<file path="src/rtl/rca_pipe_addsub.sv">
// Pipelined ripple-carry adder/subtractor. Each stage ripples one WIDTH/STAGES-bit segment per
// clock, carrying the untouched upper operand bits and the finished lower sum bits alongside.
module rca_pipe_addsub #(
  parameter int WIDTH  = 32,
  parameter int STAGES = 4
) (
  input  logic             clk,
  input  logic             rst_n,
  input  logic             in_valid,
  output logic             in_ready,
  input  logic [WIDTH-1:0] a,
  input  logic [WIDTH-1:0] b,
  input  logic             cin,
  input  logic             sub,
  output logic             out_valid,
  input  logic             out_ready,
  output logic [WIDTH-1:0] sum,
  output logic             cout,
  output logic             ovf
);
  localparam int SEG  = WIDTH / STAGES;
  localparam int LAST = STAGES - 1;

  if (WIDTH < 2 || STAGES < 1 || (WIDTH % STAGES) != 0) begin : g_bad_params
    $error("rca_pipe_addsub: WIDTH must be >= 2 and an exact multiple of STAGES >= 1");
  end

  // Handshake: a beat enters on in_valid && in_ready and leaves on out_valid && out_ready.
  // The whole pipe (bubbles included) moves as one, so it only holds while a presented result
  // is refused; in_ready is therefore a combinational function of out_valid/out_ready.
  logic advance;
  logic out_valid_q;

  assign advance  = !out_valid_q || out_ready;
  assign in_ready = advance;

  // Subtraction is a + ~b + ~cin, so a borrow-in clears the injected carry.
  logic [WIDTH-1:0] b_eff;
  logic             c0;

  assign b_eff = sub ? ~b : b;
  assign c0    = sub ? ~cin : cin;

  for (genvar k = 0; k < STAGES; k++) begin : g_stg
    localparam int LO  = k * SEG;
    localparam int REM = WIDTH - LO;

    logic [REM-1:0]    a_in;
    logic [REM-1:0]    b_in;
    logic              c_in;
    logic              v_in;
    logic [SEG:0]      seg_res;
    logic [LO+SEG-1:0] s_done;

    assign seg_res = {1'b0, a_in[SEG-1:0]} + {1'b0, b_in[SEG-1:0]} + {{SEG{1'b0}}, c_in};

    if (k == 0) begin : g_head
      assign a_in   = a;
      assign b_in   = b_eff;
      assign c_in   = c0;
      assign v_in   = in_valid;
      assign s_done = seg_res[SEG-1:0];
    end else begin : g_body
      logic [REM-1:0] a_q;
      logic [REM-1:0] b_q;
      logic [LO-1:0]  s_q;
      logic           c_q;
      logic           v_q;

      // Data only loads for real beats so bubbles leave no toggling behind them.
      always_ff @(posedge clk or negedge rst_n) begin
        if (!rst_n) begin
          a_q <= '0;
          b_q <= '0;
          s_q <= '0;
          c_q <= 1'b0;
          v_q <= 1'b0;
        end else if (advance) begin
          v_q <= g_stg[k-1].v_in;
          if (g_stg[k-1].v_in) begin
            a_q <= g_stg[k-1].a_in[REM+SEG-1:SEG];
            b_q <= g_stg[k-1].b_in[REM+SEG-1:SEG];
            s_q <= g_stg[k-1].s_done;
            c_q <= g_stg[k-1].seg_res[SEG];
          end
        end
      end

      assign a_in   = a_q;
      assign b_in   = b_q;
      assign c_in   = c_q;
      assign v_in   = v_q;
      assign s_done = {seg_res[SEG-1:0], s_q};
    end
  end

  // The last segment's ripple lands directly in the output registers.
  logic [WIDTH-1:0] sum_d;
  logic             cout_d;
  logic             ovf_d;
  logic             a_msb;
  logic             b_msb;
  logic [WIDTH-1:0] sum_q;
  logic             cout_q;
  logic             ovf_q;

  assign a_msb  = g_stg[LAST].a_in[SEG-1];
  assign b_msb  = g_stg[LAST].b_in[SEG-1];
  assign sum_d  = g_stg[LAST].s_done;
  assign cout_d = g_stg[LAST].seg_res[SEG];
  assign ovf_d  = (a_msb == b_msb) && (sum_d[WIDTH-1] != a_msb);

  // Result fields hold their last delivered value across bubbles.
  always_ff @(posedge clk or negedge rst_n) begin
    if (!rst_n) begin
      out_valid_q <= 1'b0;
      sum_q       <= '0;
      cout_q      <= 1'b0;
      ovf_q       <= 1'b0;
    end else if (advance) begin
      out_valid_q <= g_stg[LAST].v_in;
      if (g_stg[LAST].v_in) begin
        sum_q  <= sum_d;
        cout_q <= cout_d;
        ovf_q  <= ovf_d;
      end
    end
  end

  assign out_valid = out_valid_q;
  assign sum       = sum_q;
  assign cout      = cout_q;
  assign ovf       = ovf_q;

endmodule

</file>
<file path="config.mk">
export PLATFORM = sky130hd
export DESIGN_NAME = rca_pipe_addsub
export DESIGN_NICKNAME = d
export VERILOG_FILES = /design/src/rtl/rca_pipe_addsub.sv
export SDC_FILE = /design/constraint.sdc
export NUM_CORES = 1
export LEC_CHECK = 0
export ABC_AREA = 1
export CORE_MARGIN = 4
export CORE_UTILIZATION = 50
export DETAILED_ROUTE_END_ITERATION = 16
export GPL_ROUTABILITY_DRIVEN = 0
export GPL_TIMING_DRIVEN = 1
export PLACE_DENSITY = 0.76
export SKIP_LAST_GASP = 1
export SYNTH_ARGS = -nofsm -noshare
export SYNTH_HDL_FRONTEND = slang
export SYNTH_SLANG_ARGS = --single-unit
</file>
<file path="constraint.sdc">
create_clock -name clk -period 1.59 [get_ports clk]
set_input_delay 0.159 -clock clk [delete_from_list [all_inputs] [get_ports clk]]
set_output_delay 0.159 -clock clk [all_outputs]
set_load 0.02 [all_outputs]
</file>
Word-level counts from Yosys, hierarchy flattened
Index checks and enable logic that the tools add are counted.
- register bits after elaboration: 185
- bits of input ports: 70
- word-level logic and storage cells: 40
- $add $sub $neg: 8
- eq/ne operators: 2
- multiplexer cells: 2
- bitwise operators: 2
- reduce and logical (&&, ||, !) cells: 7
- operator list (operator ; count):
    $add A8 B8 Y9 ; 4
    $add A9 B1 Y9 ; 4
    $mux W32 ; 1
    $not A32 Y32 ; 1
    $reduce_and A2 Y1 ; 4
    $eq A1 B1 Y1 ; 1
    $logic_and A1 B1 Y1 ; 1
    $logic_not A1 Y1 ; 1
    $logic_or A1 B1 Y1 ; 1
    $mux W1 ; 1
    $ne A1 B1 Y1 ; 1
    $not A1 Y1 ; 1

Longest topological paths before layout
Gate-level depths: netlist of run 1.
- depth in word-level cells: 4
- depth in mapped cells: 12
- mapped depth without buffers: 10

Worst setup path after synthesis of run 1
No wires, ideal clock.
- kind: input-to-reg
- start: in sub
- end: reg g_stg[1].g_body.s_q[6]
- library setup time: 117 ps
- data arrival time: 1820 ps
- required time: 1473 ps
- slack: -348 ps
- stages on the path: 12
- path buffers: 2
- path through: buf_2 buf_2 xor2_1 fa_1 inv_1 fa_1 inv_1 nand4_1 nand3_1 nand2_1 nand3_1 nand2_1
- longest elaborated chain between the ends: 3
- elaborated cells on any way between the ends: 4
- ends and longest elaborated chain (item ; line ; source):
    start: declaration ; 14 ; input logic sub,
    $mux W32 ; 41 ; assign b_eff = sub ? ~b : b;
    $add A8 B8 Y9 ; 55 ; assign seg_res = {1'b0, a_in[SEG-1:0]} + {1'b0, b_in[SEG-1:0]} + {{SEG{1'b0}}, c_in};
    $add A9 B1 Y9 * ; 55 ;
    end signal: assignment ; 83 ; s_q <= g_stg[k-1].s_done;
    end: declaration ; 66 ; logic [LO-1:0] s_q;
Every way passes the cells marked *; elsewhere a longest branch is shown, timed or not.
A chain may end at the register's enable or synchronous reset.

Final worst setup path of run 1
- start: reg g_stg[1].g_body.a_q[0]
- end: reg g_stg[2].g_body.s_q[14]
- longest elaborated chain between the ends: 2
- ends and longest elaborated chain (item ; line ; source):
    start: declaration ; 64 ; logic [REM-1:0] a_q;
    start signal: assignment ; 81 ; a_q <= g_stg[k-1].a_in[REM+SEG-1:SEG];
    $add A8 B8 Y9 ; 55 ;
    $add A9 B1 Y9 ; 55 ;
    end signal: assignment ; 83 ;
    end: declaration ; 66 ;
No other way between the ends.

==> results of run 1 <==
==> cells in the mapped netlist, types with 3 or more instances <==
library cell / number / area, µm²
o21ai_1: 58 / 290
buf_2: 20 / 100
clkbuf_1: 9 / 33.8
o21ai_0: 51 / 255
xor2_1: 10 / 87.6
xnor2_1: 34 / 298
nand3_1: 34 / 170
buf_4: 8 / 60.1
nand3b_1: 3 / 22.5
ha_1: 28 / 350
nand2_1: 390 / 1460
inv_1: 87 / 327
dfrtp_1: 185 / 4630
fa_1: 8 / 160
nor2_1: 15 / 56.3
a21oi_1: 16 / 80.1
o21bai_1: 4 / 30.0
inv_2: 5 / 18.8
nand4_1: 10 / 62.6
==> power groups by stage <==
stage / Combinational, mW / Clock (mW) / Sequential [mW]
after CTS: 8.24 / 4.12 / 7.61
after global placement: 7.81 / 0 / 7.62
after floorplan: 4.89 / 0 / 7.90
final: 8.52 / 4.05 / 7.61
after global routing: 9.57 / 4.34 / 7.84
after detailed placement: 8.09 / 0 / 7.68
==> cells by family (layout without fill, tap and decap cells) <==
logic type | after synthesis | after routing | synth area share, %
xor+xnor | 44 | 44 | 4.49
fa+ha+maj | 36 | 36 | 5.95
flops | 185 | 185 | 54.0
simple gates | 456 | 456 | 21.1
compound gates | 130 | 130 | 7.72
buf+inv | 133 | 277 | 6.73
==> state kept, by name (all words and copies together) (netlist names) <==
name	flops
cout	1
g_stg.a_in	48
g_stg.b_in	48
g_stg.c_in	3
g_stg.g_body.s_q	48
g_stg.g_body.v_q	3
out_valid	1
ovf	1
sum	32
==> worst register-to-register path: stages (launching register included) <==
cell and delay (ns):
dfrtp_1 0.40, fa_2 0.41, fa_2 0.38, nand4_1 0.15
nand4_1 0.15, nand3_2 0.12, nand2_1 0.05
==> metal layers <==
| metal | up-vias | share of wire (%) | global-route usage (%) |
|---|---|---|---|
| li1 | 3355 | - | - |
| met1 | 3125 | 48 | 27.3 |
| met2 | 117 | 47 | 29.9 |
| met3 | 17 | 3.3 | 3.10 |
| met4 | 0 | 1.2 | 5.10 |
| met5 | - | 0 | 0 |
==> final timing paths <==
| kind | from | end |
|---|---|---|
| worst max-delay path | g_stg[1].a_in[0]$_DFFE_PN0P_ | g_stg[2].g_body.s_q[14]$_DFFE_PN0P_ |
| worst min-delay path | rst_n | sum[0]$_DFFE_PN0P_ |
| worst max register to register | g_stg[1].a_in[0]$_DFFE_PN0P_ | g_stg[2].g_body.s_q[14]$_DFFE_PN0P_ |
| worst min register to register | g_stg[1].a_in[17]$_DFFE_PN0P_ | g_stg[2].a_in[9]$_DFFE_PN0P_ |
| max in group asynchronous | rst_n | g_stg[1].b_in[21]$_DFFE_PN0P_ |
| min in group clk | a[20] | g_stg[1].a_in[12]$_DFFE_PN0P_ |
==> stage by stage <==
stage               std cells  hold WS (ns)
floorplan                 984        -0.137
global placement         1311         0.113
detailed placement       1311         0.109
CTS                      1347         0.241
global route             1348         0.256
finish                   1348         0.231
==> final cells by class <==
cell class	count	area, µm²
Clock buffer	20	457
Clock inverter	12	113
Fill cell	1343	5730
Inverter	92	345
Multi-Input combinational cell	666	3570
Sequential cell	185	4630
Tap cell	220	275
Timing Repair Buffer	153	1580
==> what timing repair did <==
item,in CTS,in global routing
gates resized for setup,14,51
setup buffers,3,1
hold buffers,1,0
pin swaps,12,21
hold endpoints to repair,38,0
endpoints found under the setup margin,21,44
gates cloned,0,0
==> flow_metrics.py, run 1 <==
metrics = {
    "timing": {
        "fin_ws_ns": -0.173,
        "fin_setup_tns_ns": -1.35,
        "final.setup_skew_ns": 0.0122,
        "worst_slew_pin_slew_ns": 0.416,
        "drv_slew": 0,
        "fmax_ghz": 0.567,
        "hold_viol": 0,
        "rsz0062_at_grt": "true",
        "min_period_ns": 1.76,
        "max_slew_margin_pct": 72.3,
        "setup_viol": 16,
        "timing.final.crit_share_pct": 111,
    },
    "routing": {
        "drcViolationCount": 0,
        "wl_per_cell_um": 13.3,
        "vias_per_cell": 4.91,
        "postRouteAntennaNets": 0,
        "dr.first_iter.drc_count": 438,
        "first_pass_iters": 5,
        "drt_wl_total_mm": 17.9,
        "route.vias.total": 6614,
    },
    "setup_path": {
        "path_max_fanout": 3,
        "crit_chain": "fa_2 > fa_2 > nand4_1 > nand4_1 > nand3_2 > nand2_1",
        "endpoint_kind": "flop",
        "crit_slowest_cell": "fa_2",
        "crit_family": "adder cells",
        "reg2regPathDepth": 6,
        "crit_type": "reg2reg",
        "startpoint_type": "flop",
        "worstPathRequired_ns": 1.91,
        "crit_cells": 6,
        "cp.buffers_inverters": 0,
        "arrival_ns": 2.08,
        "slowest_delay_ns": 0.41,
        "r2r_setup_slack_ns": -0.17,
    },
    "global_route": {
        "grt_usage_pct": 18.9,
        "antenna_found_initial": 0,
        "grt_overflow": 0,
        "grt_pass1_vias": 6347,
        "grt_max_degree": 52,
        "grt_pass1_wl_mm": 30.3,
    },
    "clock_network": {
        "clockRootBuffer": "clkbuf_16",
        "clkSinkCount": 185,
        "clkTransAtPathRegs_ns": 0.07,
        "clockBufferDepth": 2,
        "h-tree-depth": 4,
        "cts_tree": "yes",
        "clkLatencyLatePin_ns": 0.43,
        "cts_made_buffers": 17,
    },
    "layout": {
        "drive_gt1_share_pct": 12.1,
        "final_common_cell": "nand2_1",
        "fin_nets": 1221,
        "antenna_cells": 0,
        "design_area_mm2": 0.0110,
        "syn_to_final_growth_pct": 28.0,
        "final_cell_mix": "nand2_1 (384), dfrtp_1 (185), inv_1 (85)",
        "final_core_util_pct": 65.7,
    },
    "placement": {
        "hpwl_mm": 12.8,
        "dp_slack_ns": -0.455,
        "port_buffers": 105,
        "dpl_cell_area_mm2": 0.0102,
    },
    "pwr": {
        "total_power_mw": 20.2,
        "power.density_mw_per_mm2": 1840,
        "combPwrFrac_pct": 42.2,
        "seqPwrFrac_pct": 37.7,
        "p_leak_nw": 5.70,
        "intPower_mw": 12.5,
        "p_sw_mw": 7.69,
        "p_clk_share_pct": 20.1,
        "ir_drop_v": 0.00115,
        "swShare_pct": 38.1,
    },
    "die": {
        "rows": 47,
        "die_y_um": 139,
        "initial_core_util_pct": 51.3,
        "fp.dieW_um": 139,
        "dieArea_mm2": 0.0193,
        "pin_count": 106,
        "core_area_mm2": 0.0167,
    },
    "synth": {
        "syn_area_mm2": 0.00857,
        "synth-seq-cells": 185,
        "yosysWarningCount": 0,
        "syn-num-nets": 1090,
        "avgSynthCellArea_um2": 8.71,
        "yosys.cell_types.count": 25,
        "async_flop_share_pct": 100,
        "synth_edf_count": 0,
        "seq_area_frac_synth_pct": 54.0,
        "synth-main-ff-cell": "dfrtp_1",
        "syn_inst": 984,
    },
    "outcome": {
        "outcome": "finished with violations",
        "violations": "setup timing",
    },
    "worst_hold_path": {
        "hold_path.class": "in2async",
    },
    "run": {
        "maxCapViolCount": 0,
    },
}
Note: power is estimated with default switching activity, not from simulation.
==> run 2, diff against run 1 <==
Settings changed: RECOVER_POWER set to 25.
==> run 2 against run 1 <==
  * The flow still finishes with violations (setup timing)
  * Utilization shrank 0.097 points
  * Worst setup slack is the same
  * Critical path type unchanged
  * Final cell count stayed put
  * Largest power group unchanged
  * Global-route usage is the same
  * Clock power hardly changed
  * Maximum frequency is the same
  * Combinational power is essentially flat
  * Count of clock-buffer cells in the layout did not move
  * Non-clock buffer count stayed put
  * Sequential cell count is the same
  * Die area unchanged
==> flow_metrics.py, run 2 (same netlist as run 1, synthesis figures left out) <==
metrics = {
    "clock_network": {
        "clkSinkCount": 185,
        "cts_made_buffers": 17,
        "h-tree-depth": 4,
        "clockBufferDepth": 2,
        "clockRootBuffer": "clkbuf_16",
        "clkTransAtPathRegs_ns": 0.07,
        "cts_tree": "yes",
        "clkLatencyLatePin_ns": 0.43,
    },
    "global_route": {
        "grt_pass1_vias": 6347,
        "met3_usage_pct": 3.10,
        "use_met2_pct": 29.9,
        "grt_usage_pct": 18.9,
        "grt_overflow": 0,
        "grt_pass1_wl_mm": 30.3,
        "grt_use_met1_pct": 27.3,
        "grt_max_degree": 52,
        "antenna_found_initial": 0,
        "busiest_layer": "met2",
    },
    "setup_path": {
        "endpoint_kind": "flop",
        "path_max_fanout": 3,
        "crit_type": "reg2reg",
        "arrival_ns": 2.08,
        "worstPathRequired_ns": 1.91,
        "startpoint_type": "flop",
    },
    "die": {
        "dieArea_mm2": 0.0193,
        "pin_count": 106,
        "core_area_mm2": 0.0167,
        "fp.dieW_um": 139,
        "initial_core_util_pct": 51.3,
        "die_y_um": 139,
        "rows": 47,
    },
    "routing": {
        "drt_wl_total_mm": 17.9,
        "vias_per_cell": 4.91,
        "first_pass_iters": 5,
        "wl_per_cell_um": 13.3,
        "drcViolationCount": 0,
        "postRouteAntennaNets": 0,
        "route.vias.total": 6614,
        "dr.first_iter.drc_count": 438,
    },
    "run": {
        "maxCapViolCount": 0,
    },
    "layout": {
        "syn_to_final_growth_pct": 27.8,
        "n_fill_cell": 1345,
        "drive_gt1_share_pct": 12.1,
        "fin_nets": 1221,
        "antenna_cells": 0,
        "final_cell_mix": "nand2_1 (384), dfrtp_1 (185), inv_1 (85)",
        "final_common_cell": "nand2_1",
    },
    "timing": {
        "setup_viol": 16,
        "max_slew_margin_pct": 27.1,
        "min_period_ns": 1.76,
        "hold_viol": 0,
        "fin_ws_ns": -0.173,
        "timing.final.crit_share_pct": 111,
        "final.setup_skew_ns": 0.0122,
        "hold_ws_ns": 0.256,
        "fin_setup_tns_ns": -1.35,
        "worst_slew_pin_slew_ns": 1.09,
        "drv_slew": 0,
        "rsz0062_at_grt": "true",
        "fmax_ghz": 0.567,
    },
    "outcome": {
        "outcome": "finished with violations",
        "violations": "setup timing",
    },
    "pwr": {
        "ir_drop_v": 0.00115,
        "total_power_mw": 20.2,
        "power.density_mw_per_mm2": 1840,
        "p_leak_nw": 5.70,
    },
    "placement": {
        "hpwl_mm": 12.8,
        "port_buffers": 105,
    },
    "worst_hold_path": {
        "hold_path.class": "in2reg",
    },
}
## run 2: changes by cell type in the layout (fill, tap and decap cells not counted), sizes merged
cell    change
buf         -1
clkbuf      +1
## run 2: path summary, 6_finish.rpt
kind | from | to | slack (ns) | cells past startpoint
worst min-delay path | a[20] | g_stg[1].a_in[12]$_DFFE_PN0P_ | 0.26 | 3
min in group asynchronous | rst_n | sum[0]$_DFFE_PN0P_ | 0.49 | 2
max in group asynchronous | rst_n | g_stg[1].c_in$_DFFE_PN0P_ | 0.25 | 3
worst min register to register | g_stg[1].a_in[17]$_DFFE_PN0P_ | g_stg[2].a_in[9]$_DFFE_PN0P_ | 0.47 | 2
worst max register to register | g_stg[1].a_in[0]$_DFFE_PN0P_ | g_stg[2].g_body.s_q[14]$_DFFE_PN0P_ | -0.17 | 6
worst max-delay path | g_stg[1].a_in[0]$_DFFE_PN0P_ | g_stg[2].g_body.s_q[14]$_DFFE_PN0P_ | -0.17 | 6
## run 2: area by class of cell
class	instances	area (µm²)	share of cell area (%)
clock buffers	20	457	4.17
clock inverters	12	113	1.03
inverters	92	345	3.15
flip-flops and latches	185	4630	42.2
repair buffers	153	1570	14.3
well taps	220	275	2.51
multi-input cells	666	3570	32.6
## run 2: what timing repair did
action | CTS | global route
pin swaps | 12 | 21
hold endpoints to repair | 38 | 0
endpoints found under the setup margin | 21 | 44
resized for setup | 14 | 51
gates cloned | 0 | 0
hold buffers | 1 | 0
buffers inserted | 3 | 1
## run 2: metrics by stage
| stage | cells | util (%) | area (µm²) | worst slack, ns |
|---|---|---|---|---|
| 2_1_floorplan | 984 | - | 8630 | -0.103 |
| 3_3_place_gp | 1311 | 60.9 | 10200 | -0.408 |
| 3_5_place_dp | 1311 | 60.9 | 10200 | -0.455 |
| 4_1_cts | 1347 | 64.6 | 10800 | -0.144 |
| 5_1_grt | 1348 | 65.6 | 11000 | -0.257 |
| 6_report | 1348 | 65.6 | 11000 | -0.173 |
## run 2: report_power, final
part           leakage (nW)  internal (mW)  switching (mW)
clock                 0.278           2.26            1.80
sequential             2.32           6.60            1.01
combinational          3.10           3.63            4.88
total                  5.70           12.5            7.69
## run 2: critical path, stage by stage, from the launching register on
cell and delay (ns):
dfrtp_1 0.40, fa_2 0.41, fa_2 0.38, nand4_1 0.15
nand4_1 0.15, nand3_2 0.12, nand2_1 0.05
## run 2: per-layer routing
layer,wire (µm),part of all wire [%]
met2,8500,47
met3,582,3.2
met1,8610,48
met5,0,0
met4,212,1.2
